--- config.mk ---
export PLATFORM = sky130hd
export DESIGN_NAME = param_rr_priority_arbiter
export DESIGN_NICKNAME = d
export VERILOG_FILES = /design/src/rtl/arb_pkg.sv /design/src/rtl/arb_rot_pick.sv /design/src/rtl/param_rr_priority_arbiter.sv
export SDC_FILE = /design/constraint.sdc
export NUM_CORES = 1
export LEC_CHECK = 0
export ABC_AREA = 1
export CAP_MARGIN = 20
export CELL_PAD_IN_SITES_DETAIL_PLACEMENT = 1
export CELL_PAD_IN_SITES_GLOBAL_PLACEMENT = 1
export CORE_MARGIN = 2
export CORE_UTILIZATION = 35
export CTS_CLUSTER_SIZE = 24
export DETAILED_ROUTE_END_ITERATION = 8
export PLACE_DENSITY_LB_ADDON = 0.1
export SYNTH_ARGS = -nofsm -noshare
export SYNTH_HDL_FRONTEND = slang
export SYNTH_SLANG_ARGS = --single-unit
--- constraint.sdc ---
create_clock -name clk -period 2 [get_ports clk]
set_clock_uncertainty 0.2 [all_clocks]
set_input_delay 0.3 -clock clk [delete_from_list [all_inputs] [get_ports clk]]
set_output_delay 0.3 -clock clk [all_outputs]
set_load 0.02 [all_outputs]
--- src/rtl/arb_pkg.sv ---
// Shared definitions for the parametrised arbiter: mode codes, FSM states and
// a constant-function clog2 for tools lacking $clog2.
package arb_pkg;

  localparam logic ARB_MODE_FIXED = 1'b0;
  localparam logic ARB_MODE_RR    = 1'b1;

  typedef enum logic {
    ARB_IDLE  = 1'b0,
    ARB_GRANT = 1'b1
  } arb_state_e;

  function automatic int clog2(input int value);
    int r;
    int x;
    r = 0;
    x = value - 1;
    while (x > 0) begin
      r = r + 1;
      x = x >> 1;
    end
    return r;
  endfunction

endpackage

--- src/rtl/arb_rot_pick.sv ---
// Combinational rotating first-one picker: finds the first set request at or
// above 'start', wrapping to the lowest set request when none is found above.
module arb_rot_pick
  import arb_pkg::*;
#(
  parameter int N   = 4,
  parameter int IDW = 2
) (
  input  logic [N-1:0]   req,
  input  logic [IDW-1:0] start,
  output logic [N-1:0]   onehot,
  output logic [IDW-1:0] idx,
  output logic           any
);

  logic [N-1:0] hi_mask;
  logic [N-1:0] hi_req;
  logic [N-1:0] sel_req;

  genvar gi;
  generate
    for (gi = 0; gi < N; gi++) begin : g_mask
      assign hi_mask[gi] = (IDW'(gi) >= start);
    end
  endgenerate

  // Requests at/after start take precedence; otherwise wrap around to index 0.
  assign hi_req  = req & hi_mask;
  assign sel_req = (|hi_req) ? hi_req : req;
  assign any     = |req;

  always_comb begin
    onehot = '0;
    idx    = '0;
    for (int i = N - 1; i >= 0; i--) begin
      if (sel_req[i]) begin
        onehot    = '0;
        onehot[i] = 1'b1;
        idx       = IDW'(i);
      end
    end
  end

endmodule

--- src/rtl/param_rr_priority_arbiter.sv ---
// N-way arbiter with runtime fixed/round-robin mode, grant hold while the
// owner keeps requesting, and an RR hold limit to prevent starvation.
module param_rr_priority_arbiter
  import arb_pkg::*;
#(
  parameter int N        = 4,
  parameter int HOLD_MAX = 8,
  localparam int IDW     = clog2(N)
) (
  input  logic           clk,
  input  logic           rst,
  input  logic           mode,
  input  logic [N-1:0]   req,
  output logic [N-1:0]   grnt,
  output logic           grnt_valid,
  output logic [IDW-1:0] grnt_id
);

  localparam int             HCW      = clog2(HOLD_MAX + 1);
  localparam logic [HCW-1:0] HOLD_LIM = HCW'(HOLD_MAX - 1);
  localparam logic [HCW-1:0] HOLD_SAT = HCW'(HOLD_MAX);
  localparam logic [IDW-1:0] PTR_TOP  = IDW'(N - 1);

  arb_state_e     state_q;
  logic [N-1:0]   grnt_q;
  logic           grnt_valid_q;
  logic [IDW-1:0] grnt_id_q;
  logic [HCW-1:0] hold_cnt_q;
  logic [IDW-1:0] rr_ptr_q;

  logic [IDW-1:0] start_d;
  logic [N-1:0]   pick_onehot;
  logic [IDW-1:0] pick_idx;
  logic           pick_any;
  logic           owner_req;
  logic           keep_owner;

  always_comb begin
    start_d = '0;
    if (mode == ARB_MODE_RR) begin
      start_d = (rr_ptr_q == PTR_TOP) ? '0 : rr_ptr_q + IDW'(1);
    end
  end

  arb_rot_pick #(
    .N  (N),
    .IDW(IDW)
  ) u_pick (
    .req   (req),
    .start (start_d),
    .onehot(pick_onehot),
    .idx   (pick_idx),
    .any   (pick_any)
  );

  // The owner keeps the grant unless it drops its request or hits the RR limit;
  // hold_cnt keeps counting in fixed mode so a later switch to RR can force a handover.
  assign owner_req  = |(req & grnt_q);
  assign keep_owner = (state_q == ARB_GRANT) && owner_req &&
                      ((mode == ARB_MODE_FIXED) || (hold_cnt_q < HOLD_LIM));

  always_ff @(posedge clk) begin
    if (rst) begin
      state_q      <= ARB_IDLE;
      grnt_q       <= '0;
      grnt_valid_q <= 1'b0;
      grnt_id_q    <= '0;
      hold_cnt_q   <= '0;
      rr_ptr_q     <= PTR_TOP;
    end else if (keep_owner) begin
      if (hold_cnt_q != HOLD_SAT) begin
        hold_cnt_q <= hold_cnt_q + HCW'(1);
      end
    end else if (pick_any) begin
      state_q      <= ARB_GRANT;
      grnt_q       <= pick_onehot;
      grnt_valid_q <= 1'b1;
      grnt_id_q    <= pick_idx;
      hold_cnt_q   <= '0;
      rr_ptr_q     <= pick_idx;
    end else begin
      state_q      <= ARB_IDLE;
      grnt_q       <= '0;
      grnt_valid_q <= 1'b0;
      grnt_id_q    <= '0;
      hold_cnt_q   <= '0;
    end
  end

  assign grnt       = grnt_q;
  assign grnt_valid = grnt_valid_q;
  assign grnt_id    = grnt_id_q;

endmodule
==> flow_summary.toml <==
[timing]
setup_viol = 0
hold_viol_final = 0
slew_headroom = 0.829
worst_slew_pin_slew_ns = 0.256
min_period_over_period = 0.898
rsz0062_at_grt = "false"
final-max-slew-violation-count = 0
setup_tns_ns = 0
period_needed_ns = 1.80
max_freq_mhz = 557

[place]
port_buffers = 13
place_congestion = 0.831
dp.cells = 147
hpwl_microns = 1520
dpl_cell_area_sq_um = 907

[worst_setup_path]
slowest_stage = "clkdlybuf4s50_1"
path_delay_family = "buffers and inverters"
arrival_ns = 1.30
crit_fanout = 3
worstPathCellList = "clkdlybuf4s50_1"
crit_path_max_incr_delay_ns = 0.63
path_buf_inv = 1
endpoint_kind = "output pin"
cp-start-kind = "flip-flop"
critical_path_class = "flip-flop to output pin"
required_ns = 1.50

[floorplan]
rows = 16
die_area_sq_mm = 0.00246
die_h_microns = 49.6
start_util = 0.371
io_pins = 14
die-width_microns = 49.6
coreArea_sq_mm = 0.00196

[detailed_routing]
ant_nets = 0
drt_iter0_markers = 1
firstDrtPassIters = 2
num_vias = 730
wirelength_microns = 1830
via_per_inst = 4.83
drc = 0
avgRoutedWirePerCell_microns = 12.1

[grt]
grt_max_degree = 8
grt_pass1_wl_microns = 3250
grt_use_total = 0.171
overflow = 0
grt_pass1_vias = 706
grt_antenna_before_repair = 0

[cts]
cts.sinks = 13
cts_buffers = 3
cts_tree = "done"
hold_buffers = 0
cts_setup_buffers = 0
clock_latency_ns = 0.27
root_buffer = "clkbuf_4"
cts_resized = 0
clk_pin_slew_ns = 0.07
clockBufferDepth = 2
htree_levels = 1

[yosys]
synthCells = 105
synth.largest_area_cell = "dfxtp_1"
yosys_warnings = 0
ys_seq_area_frac = 0.357
yosys.area.top_type_share = 0.357
synth_area_sq_um = 728
synth_cell_types = 17
async_flop_share = 0
synth_flop_cell = "dfxtp_1"
ys_seq_elements = 13
synthTopCellsByCount = "36 x nand2_1, 14 x inv_1, 13 x dfxtp_1"
avgSynthCellArea_sq_um = 6.94
synth_edf_count = 0
synth_nets = 115
yosys-top-cells-area = "dfxtp_1 36%, nand2_1 19%, inv_1 7.2%"
yosysMostFrequentCell = "nand2_1"

[layout]
fin_area_sq_um = 933
synthToLayoutAreaGrowth_pct = 28.2
final_layout_size_suffix_gt1_frac = 0.129
antenna_cells = 0
num-nets-final = 135
layoutNonFillerInstCount = 151

[power]
powerDensity_mw_per_mm2 = 696
finalPower_w = 0.000649
irDropWorstVdd_mv = 0.428
p_leak_nw = 0.442

[status]
status = "finished clean"

[min_path]
hold_path.class = "flip-flop to flip-flop"

[run]
cap_viol_max_count = 0
-- where the power goes --
group          internal [W]  leakage (nW)  total, W  switching [W]
Clock             0.0000773        0.0150  0.000161      0.0000841
Combinational     0.0000784         0.320  0.000193       0.000114
Sequential         0.000280         0.107  0.000295      0.0000151
Total              0.000436         0.442  0.000649       0.000213
-- stage by stage --
stage,utilization,setup WS [ns],hold WS (ns)
after CTS,0.476,0.205,0.263
after detailed placement,0.462,0.0206,0.239
after floorplan,-,0.451,0.162
final,0.476,0.204,0.260
after global placement,0.462,0.0969,0.245
after global routing,0.476,0.0945,0.285
-- kinds of logic (layout without fill, tap and decap cells) --
family | Yosys count | after routing | synth area share
AOI/OAI and AO/OA | 14 | 14 | 0.122
adders and majority gates | 3 | 3 | 0.0516
buffers and inverters | 15 | 34 | 0.0773
DFF | 13 | 13 | 0.357
and+or+nand+nor | 60 | 60 | 0.392
-- cell type report --
type / instances / area [sq um]
clock buffer: 4 / 26.3
fill: 272 / 1030
inverter: 15 / 56.3
multi-input combinational: 77 / 412
sequential: 13 / 260
tap: 27 / 33.8
timing repair buffer: 15 / 145
-- routing by layer --
metal | vias to the layer above | part of all wire | global-route usage
met4 | 0 | 0 | 0.0278
met5 | - | 0 | 0
li1 | 377 | - | -
met1 | 340 | 0.51 | 0.242
met2 | 13 | 0.45 | 0.260
met3 | 0 | 0.040 | 0.0485
-- worst paths after layout --
| check | slack [ns] | cells past startpoint | startpoint | endpoint |
|---|---|---|---|---|
| setup reg to reg | 0.27 | 8 | rr_ptr_q[0]$_SDFFE_PP1P_ | grnt_id[1]$_SDFFE_PP0N_ |
| setup / recovery | 0.20 | 1 | grnt[0]$_SDFFE_PP0N_ | grnt[0] |
| hold / removal | 0.26 | 2 | grnt_id[1]$_SDFFE_PP0N_ | grnt_id[1]$_SDFFE_PP0N_ |
| hold reg to reg | 0.26 | 2 | grnt_id[1]$_SDFFE_PP0N_ | grnt_id[1]$_SDFFE_PP0N_ |
-- cells in the final DEF (no fill, tap or decap), types with 3 or more instances in the layout --
cell             instances
nand3_1                  9
o21ai_0                  3
clkdlybuf4s50_1         13
nor2_1                   4
ha_1                     3
nor2_4                   3
nand2_2                  3
dfxtp_1                 13
nand2_1                 36
a21oi_1                  6
inv_1                   14
nand4_1                  4
clkbuf_4                 3
-- flip-flops by register name, indices dropped and copies added (netlist names) --
name / count
grnt: 4
rr_ptr_q: 2
hold_cnt_q: 4
grnt_id: 2
grnt_valid: 1
Note: power is estimated with default switching activity, not from simulation.
